<file path="config.mk">
export PLATFORM = sky130hd
export DESIGN_NAME = sys_top
export DESIGN_NICKNAME = d
export VERILOG_FILES = /design/src/rtl/sys_top.sv
export SDC_FILE = /design/constraint.sdc
export NUM_CORES = 1
export LEC_CHECK = 0
export ABC_AREA = 0
export CAP_MARGIN = 10
export CORE_ASPECT_RATIO = 1.2
export CORE_MARGIN = 10
export CORE_UTILIZATION = 49
export DETAILED_ROUTE_END_ITERATION = 8
export GPL_ROUTABILITY_DRIVEN = 0
export HOLD_SLACK_MARGIN = 0.05
export PLACE_DENSITY = 0.61
export SETUP_SLACK_MARGIN = 0.5
export SYNTH_ARGS = -nofsm -noshare
export SYNTH_HDL_FRONTEND = slang
export SYNTH_SLANG_ARGS = --single-unit
export TNS_END_PERCENT = 1
</file>
<file path="constraint.sdc">
create_clock -name REF_CLK -period 15.9 [get_ports REF_CLK]
set_input_delay 3.18 -clock REF_CLK [delete_from_list [all_inputs] [get_ports REF_CLK]]
set_output_delay 3.18 -clock REF_CLK [all_outputs]
set_load 0.05 [all_outputs]
</file>
<file path="src/rtl/sys_top.sv">
// sys_top: UART command processor driving a 16x8 register file and a 16-bit ALU.
// Define SYS_TOP_PARITY_EN for 11-bit even-parity frames; otherwise 10-bit frames.
module sys_top #(
    parameter int CLKS_PER_BIT = 8
) (
    input  logic REF_CLK,
    input  logic RST,
    input  logic RX_IN,
    output logic TX_OUT,
    output logic PAR_ERR,
    output logic FRM_ERR,
    output logic BUSY
);
`ifdef SYS_TOP_PARITY_EN
    localparam int NBITS = 11;
`else
    localparam int NBITS = 10;
`endif
    localparam int CW = $clog2(CLKS_PER_BIT);

    typedef enum logic [2:0] {RX_IDLE, RX_START, RX_DATA, RX_PAR, RX_STOP} rx_st_e;
    typedef enum logic [2:0] {IDLE, ADDR, WDATA, OPA, OPB, FUNC, EXEC, TX} st_e;

    rx_st_e        rx_st_q, rx_st_d;
    logic          rx_s1_q, rx_s2_q, seen_hi_q, seen_hi_d;
    logic [CW-1:0] rx_cnt_q, rx_cnt_d;
    logic [2:0]    rx_bit_q, rx_bit_d;
    logic [7:0]    rx_sh_q, rx_sh_d;
    logic          rx_vld_q, rx_vld_d, frm_err_q, frm_err_d;
    logic          rx_tick, rx_err;
`ifdef SYS_TOP_PARITY_EN
    logic          rx_pok_q, rx_pok_d, par_err_q, par_err_d;
`endif

    assign rx_tick = (rx_cnt_q == CW'(CLKS_PER_BIT - 1));

    // The line must be seen high in IDLE before a low counts as a start bit;
    // this also keeps a low stop bit from being taken as the next start.
    always_comb begin
        rx_st_d   = rx_st_q;
        rx_cnt_d  = rx_tick ? '0 : rx_cnt_q + 1'b1;
        rx_bit_d  = rx_bit_q;
        rx_sh_d   = rx_sh_q;
        seen_hi_d = 1'b0;
        rx_vld_d  = 1'b0;
        frm_err_d = 1'b0;
`ifdef SYS_TOP_PARITY_EN
        rx_pok_d  = rx_pok_q;
        par_err_d = 1'b0;
`endif
        case (rx_st_q)
            RX_IDLE: begin
                rx_cnt_d  = '0;
                seen_hi_d = seen_hi_q | rx_s2_q;
                if (seen_hi_q && !rx_s2_q) rx_st_d = RX_START;
            end
            RX_START: begin
                if (rx_s2_q) rx_st_d = RX_IDLE;
                else if (rx_cnt_q == CW'(CLKS_PER_BIT / 2 - 1)) begin
                    rx_st_d  = RX_DATA;
                    rx_cnt_d = '0;
                    rx_bit_d = '0;
                end
            end
            RX_DATA: if (rx_tick) begin
                rx_sh_d  = {rx_s2_q, rx_sh_q[7:1]};
                rx_bit_d = rx_bit_q + 3'd1;
                if (rx_bit_q == 3'd7)
`ifdef SYS_TOP_PARITY_EN
                    rx_st_d = RX_PAR;
`else
                    rx_st_d = RX_STOP;
`endif
            end
`ifdef SYS_TOP_PARITY_EN
            RX_PAR: if (rx_tick) begin
                rx_pok_d = (rx_s2_q == ^rx_sh_q);
                rx_st_d  = RX_STOP;
            end
`endif
            RX_STOP: if (rx_tick) begin
                rx_st_d   = RX_IDLE;
                frm_err_d = !rx_s2_q;
`ifdef SYS_TOP_PARITY_EN
                par_err_d = !rx_pok_q;
                rx_vld_d  = rx_s2_q & rx_pok_q;
`else
                rx_vld_d  = rx_s2_q;
`endif
            end
            default: rx_st_d = RX_IDLE;
        endcase
    end

    always_ff @(posedge REF_CLK) begin
        if (RST) begin
            rx_s1_q <= 1'b0;  rx_s2_q <= 1'b0;  seen_hi_q <= 1'b0;
            rx_st_q <= RX_IDLE;  rx_cnt_q <= '0;  rx_bit_q <= '0;  rx_sh_q <= '0;
            rx_vld_q <= 1'b0;  frm_err_q <= 1'b0;
`ifdef SYS_TOP_PARITY_EN
            rx_pok_q <= 1'b1;  par_err_q <= 1'b0;
`endif
        end else begin
            rx_s1_q <= RX_IN;  rx_s2_q <= rx_s1_q;  seen_hi_q <= seen_hi_d;
            rx_st_q <= rx_st_d;  rx_cnt_q <= rx_cnt_d;  rx_bit_q <= rx_bit_d;  rx_sh_q <= rx_sh_d;
            rx_vld_q <= rx_vld_d;  frm_err_q <= frm_err_d;
`ifdef SYS_TOP_PARITY_EN
            rx_pok_q <= rx_pok_d;  par_err_q <= par_err_d;
`endif
        end
    end

`ifdef SYS_TOP_PARITY_EN
    assign rx_err  = frm_err_q | par_err_q;
    assign PAR_ERR = par_err_q;
`else
    assign rx_err  = frm_err_q;
    assign PAR_ERR = 1'b0;
`endif
    assign FRM_ERR = frm_err_q;

    st_e         st_q, st_d;
    logic [7:0]  cmd_q, cmd_d;
    logic [3:0]  addr_q, addr_d, func_q, func_d;
    logic [15:0] res_q, res_d, alu;
    logic        two_q, two_d, we, tx_load, cmd_ok;
    logic [3:0]  wa;
    logic [7:0]  regs_q [16];
    logic        tx_act_q, tx_out_q, tx_pend_q;
    logic [NBITS-2:0] tx_sh_q;
    logic [CW-1:0]    tx_cnt_q;
    logic [3:0]       tx_bit_q;
    logic [7:0]       tx_hi_q;

    assign cmd_ok = (rx_sh_q == 8'hAA) || (rx_sh_q == 8'hBB) || (rx_sh_q == 8'hCC) || (rx_sh_q == 8'hDD);

    always_comb begin
        st_d    = st_q;
        cmd_d   = cmd_q;
        addr_d  = addr_q;
        func_d  = func_q;
        res_d   = res_q;
        two_d   = two_q;
        we      = 1'b0;
        wa      = addr_q;
        tx_load = 1'b0;
        case (st_q)
            IDLE: if (rx_vld_q && cmd_ok) begin
                cmd_d = rx_sh_q;
                case (rx_sh_q)
                    8'hCC:   st_d = OPA;
                    8'hDD:   st_d = FUNC;
                    default: st_d = ADDR;
                endcase
            end
            ADDR: if (rx_vld_q) begin
                addr_d = rx_sh_q[3:0];
                st_d   = (cmd_q == 8'hBB) ? EXEC : WDATA;
            end
            WDATA: if (rx_vld_q) begin we = 1'b1; st_d = IDLE; end
            OPA:   if (rx_vld_q) begin we = 1'b1; wa = 4'd0; st_d = OPB; end
            OPB:   if (rx_vld_q) begin we = 1'b1; wa = 4'd1; st_d = FUNC; end
            FUNC:  if (rx_vld_q) begin func_d = rx_sh_q[3:0]; st_d = EXEC; end
            // Hold here until the previous response has fully left the wire.
            EXEC: if (!tx_act_q) begin
                res_d = (cmd_q == 8'hBB) ? {8'h00, regs_q[addr_q]} : alu;
                two_d = (cmd_q != 8'hBB);
                st_d  = TX;
            end
            TX: begin tx_load = 1'b1; st_d = IDLE; end
            default: st_d = IDLE;
        endcase
        if (rx_err && st_q != EXEC && st_q != TX) st_d = IDLE;
    end

    always_comb begin
        alu = 16'h0;
        case (func_q)
            4'h0: alu = {8'h00, regs_q[0]} + {8'h00, regs_q[1]};
            4'h1: alu = {8'h00, regs_q[0]} - {8'h00, regs_q[1]};
            4'h2: alu = {8'h00, regs_q[0]} * {8'h00, regs_q[1]};
            4'h3: alu = (regs_q[1] == 8'h00) ? 16'h0 : {8'h00, regs_q[0] / regs_q[1]};
            4'h4: alu = {8'h00, regs_q[0] & regs_q[1]};
            4'h5: alu = {8'h00, regs_q[0] | regs_q[1]};
            4'h6: alu = {8'h00, ~(regs_q[0] & regs_q[1])};
            4'h7: alu = {8'h00, ~(regs_q[0] | regs_q[1])};
            4'h8: alu = {8'h00, regs_q[0] ^ regs_q[1]};
            4'h9: alu = {8'h00, ~(regs_q[0] ^ regs_q[1])};
            4'hA: alu = {15'h0, regs_q[0] == regs_q[1]};
            4'hB: alu = {15'h0, regs_q[0] > regs_q[1]};
            4'hC: alu = {15'h0, regs_q[0] < regs_q[1]};
            4'hD: alu = {9'h000, regs_q[0][7:1]};
            4'hE: alu = {7'h00, regs_q[0], 1'b0};
            default: alu = 16'h0;
        endcase
    end

    always_ff @(posedge REF_CLK) begin
        if (RST) begin
            st_q <= IDLE;  cmd_q <= '0;  addr_q <= '0;  func_q <= '0;  res_q <= '0;  two_q <= 1'b0;
            for (int i = 0; i < 16; i++) regs_q[i] <= 8'h00;
            regs_q[2] <= 8'h81;
            regs_q[3] <= 8'h20;
        end else begin
            st_q <= st_d;  cmd_q <= cmd_d;  addr_q <= addr_d;  func_q <= func_d;  res_q <= res_d;  two_q <= two_d;
            if (we) regs_q[wa] <= rx_sh_q;
        end
    end

    function automatic logic [NBITS-2:0] frame(input logic [7:0] d);
`ifdef SYS_TOP_PARITY_EN
        return {1'b1, ^d, d};
`else
        return {1'b1, d};
`endif
    endfunction

    // tx_sh_q holds the bits after the start bit; the MSB frame reloads it back-to-back.
    always_ff @(posedge REF_CLK) begin
        if (RST) begin
            tx_act_q <= 1'b0;  tx_out_q <= 1'b1;  tx_pend_q <= 1'b0;  tx_sh_q <= '1;
            tx_cnt_q <= '0;  tx_bit_q <= '0;  tx_hi_q <= '0;
        end else if (tx_load) begin
            tx_act_q <= 1'b1;  tx_out_q <= 1'b0;  tx_sh_q <= frame(res_q[7:0]);
            tx_hi_q <= res_q[15:8];  tx_pend_q <= two_q;  tx_cnt_q <= '0;  tx_bit_q <= '0;
        end else if (tx_act_q) begin
            if (tx_cnt_q == CW'(CLKS_PER_BIT - 1)) begin
                tx_cnt_q <= '0;
                if (tx_bit_q == 4'(NBITS - 1)) begin
                    if (tx_pend_q) begin
                        tx_out_q <= 1'b0;  tx_sh_q <= frame(tx_hi_q);  tx_pend_q <= 1'b0;  tx_bit_q <= '0;
                    end else begin
                        tx_act_q <= 1'b0;  tx_out_q <= 1'b1;
                    end
                end else begin
                    tx_out_q <= tx_sh_q[0];
                    tx_sh_q  <= {1'b1, tx_sh_q[NBITS-2:1]};
                    tx_bit_q <= tx_bit_q + 4'd1;
                end
            end else begin
                tx_cnt_q <= tx_cnt_q + 1'b1;
            end
        end
    end

    assign TX_OUT = tx_out_q;
    assign BUSY   = (st_q != IDLE) || tx_act_q || (rx_vld_q && cmd_ok);
endmodule

</file>
==> flow_metrics.env <==
export IMPL_outcome="finished clean"
export IMPL_hp_start="rx_s1_q"
export IMPL_htree_levels=1
export IMPL_p_sw_frac=0.257
export IMPL_synth_top_cell_by_area="edfxtp_1"
export IMPL_r2r_start="regs_q[1][7]"
export IMPL_peakVddDrop_v=0.0000896
export IMPL_rows=69
export IMPL_fin_crit_sh=0.744
export IMPL_synth_top_cell_area_share=0.259
export IMPL_syn_area_per_cell_um2=9.64
export IMPL_final_hold_viol_count=0
export IMPL_fin_nets=1653
export IMPL_overflow=0
export IMPL_rsz0062_at_grt="no"
export IMPL_crit_start="regs_q[1][7]"
export IMPL_netSwitchingPower_w=0.000350
export IMPL_ys_ff_latch=216
export IMPL_root_buffer="clkbuf_16"
export IMPL_cts_setup_buffers=0
export IMPL_clk_pin_slew_ps=70
export IMPL_ys_warn_count=0
export IMPL_worstMarginPinSlew_ps=1130
export IMPL_worstSetupPathType="reg2reg"
export IMPL_postRouteWirelength_um=40500
export IMPL_vias_per_cell=5.94
export IMPL_cp_arrival_ps=12210
export IMPL_dieArea_um2=37700
export IMPL_ant_nets=0
export IMPL_drive_above_1_share=0.0802
export IMPL_synthFlopType="edfxtp_1"
export IMPL_maxCapViolations=0
export IMPL_netlist_instances=1540
export IMPL_die_x_um=179
export IMPL_powerDensity_nw_per_um2=85.4
export IMPL_synth_area_leaders="edfxtp_1 26%, dfxtp_1 12%, ha_1 9.0%, mux4_2 5.6%, and2_1 5.5%"
export IMPL_intPower_w=0.00101
export IMPL_core_area_um2=29800
export IMPL_cp_required_ps=16280
export IMPL_hold_path_class="reg2reg"
export IMPL_finClkSkew_ps=24.3
export IMPL_slew_headroom=0.241
export IMPL_cpMostUsedCell="a21oi_1"
export IMPL_crit_fanout=13
export IMPL_ys_seq_area_frac=0.378
export IMPL_start_kind="register"
export IMPL_placed_cells=1870
export IMPL_cts_sinks=216
export IMPL_diodes=0
export IMPL_drc_errors=0
export IMPL_drtIter0Drc=871
export IMPL_cp_slowest_cell="edfxtp_1"
export IMPL_path_buf_inv=2
export IMPL_grt_usage=0.214
export IMPL_slew_violations=0
export IMPL_initial_core_util=0.498
export IMPL_grt_max_degree=63
export IMPL_clk_path_buf_depth=3
export IMPL_setup_viol=0
export IMPL_routedWlPerCell_um=21.2
export IMPL_async_reset_ff_frac=0
export IMPL_grt_pass1_vias=11302
export IMPL_slowest_delay_ps=630
export IMPL_syn_to_final_growth_pct=7.46
export IMPL_io_buffers=5
export IMPL_crit_family="compound AO/OA/AOI/OAI gates"
export IMPL_antenna_found_initial=0
export IMPL_fmax_ghz=0.0845
export IMPL_sequentialPowerShare=0.450
export IMPL_cts_hold_buffers=0
export IMPL_synth_distinct_cells=85
export IMPL_cts_tree="yes"
export IMPL_fin_crit_ps=11830
export IMPL_numCtsBuffers=22
export IMPL_die_height_um=211
export IMPL_fin_setup_tns_ps=0
export IMPL_io_pins=7
export IMPL_dr_pass1_iters=5
export IMPL_worstSetupEndpointType="register"
export IMPL_synthesis_nets=1688
export IMPL_grt_first_pass_wirelength_um=64100
export IMPL_detailed_place_hpwl_um=29300
export IMPL_synth_edf_count=128
export IMPL_clk_latency_ps=520
export IMPL_p_leak_nw=6.36
export IMPL_p_comb_frac=0.152
export IMPL_layout_cells_non_filler=1911
export IMPL_syn_area_um2=14800
export IMPL_vias=11358
export IMPL_final_cell_mix="135 x nor2_1, 135 x nand2_1, 130 x and2_1"
export IMPL_cts_resized=0
export IMPL_power_share_clock=0.398
-- layout make-up --
type	instances	area (µm²)
Fill cell	2746	13800
Multi-Input combinational cell	1135	8490
Sequential cell	216	5610
Clock buffer	31	618
Tap cell	390	488
Inverter	100	375
Timing Repair Buffer	30	233
Clock inverter	9	134
-- synth_stat cells, drive strengths merged, types with 27 or more instances --
| master | n |
|---|---|
| a21oi | 107 |
| and2 | 131 |
| clkbuf | 71 |
| dfxtp | 88 |
| edfxtp | 128 |
| fa | 38 |
| ha | 107 |
| inv | 100 |
| mux2i | 29 |
| mux4 | 37 |
| nand2 | 135 |
| nand3 | 27 |
| nor2 | 136 |
| nor3 | 28 |
| o21ai | 79 |
-- final timing paths --
kind / cells past startpoint / endpoint / slack (ps)
setup / recovery: 42 / res_q[0] / 4070
hold / removal: 1 / rx_s2_q / 430
setup reg to reg: 42 / res_q[0] / 4070
hold reg to reg: 1 / rx_s2_q / 430
-- metrics by stage --
stage | cell area [µm²] | setup slack (ps) | utilization | hold slack (ps) | total power, W
finish | 15900 | 4070 | 0.535 | 433 | 0.00136
CTS | 15900 | 4120 | 0.535 | 438 | 0.00136
detailed placement | 15200 | 4100 | 0.510 | 425 | 0.000829
global placement | 15200 | 4520 | 0.510 | 417 | 0.000826
floorplan | 14800 | 6020 | - | 413 | 0.000776
global route | 15900 | 3050 | 0.535 | 460 | 0.00141
-- logic make-up (layout without fill, tap and decap cells) --
group / count (synthesis) / after routing / synth area share
DFF: 216 / 216 / 0.378
buffers and inverters: 189 / 170 / 0.0500
AOI/OAI and AO/OA: 321 / 321 / 0.136
and+or+nand+nor: 557 / 557 / 0.190
xor gates and xnor gates: 36 / 36 / 0.0212
adders and majority gates: 145 / 145 / 0.141
other: 1 / 1 / 0.000253
muxes: 75 / 75 / 0.0831
-- power by group through the flow --
stage / clock [W] / combinational [W] / sequential, W
final: 0.000541 / 0.000207 / 0.000613
after global routing: 0.000567 / 0.000231 / 0.000614
after CTS: 0.000546 / 0.000206 / 0.000613
after detailed placement: 0 / 0.000205 / 0.000625
after global placement: 0 / 0.000202 / 0.000624
after floorplan: 0 / 0.000157 / 0.000619
-- metal layers --
metal	vias up	wire [µm]	global-route usage	share of wire
met2	365	20000	0.371	0.49
li1	5374	-	-	-
met1	5522	16500	0.259	0.41
met5	-	0	0	0
met4	0	1890	0.0971	0.047
met3	97	2030	0.0277	0.050
-- state kept, by name (all words and copies together) (netlist names), 3 cells and up, named ones only --
name / flops
rx_sh_q: 8
func_q: 4
tx_cnt_q: 3
tx_hi_q: 8
rx_st_q: 3
addr_q: 4
rx_bit_q: 3
rx_cnt_q: 3
cmd_q: 8
regs_q: 128
tx_sh_q: 8
tx_bit_q: 4
res_q: 16
st_q: 3
Note: power is estimated with default switching activity, not from simulation.
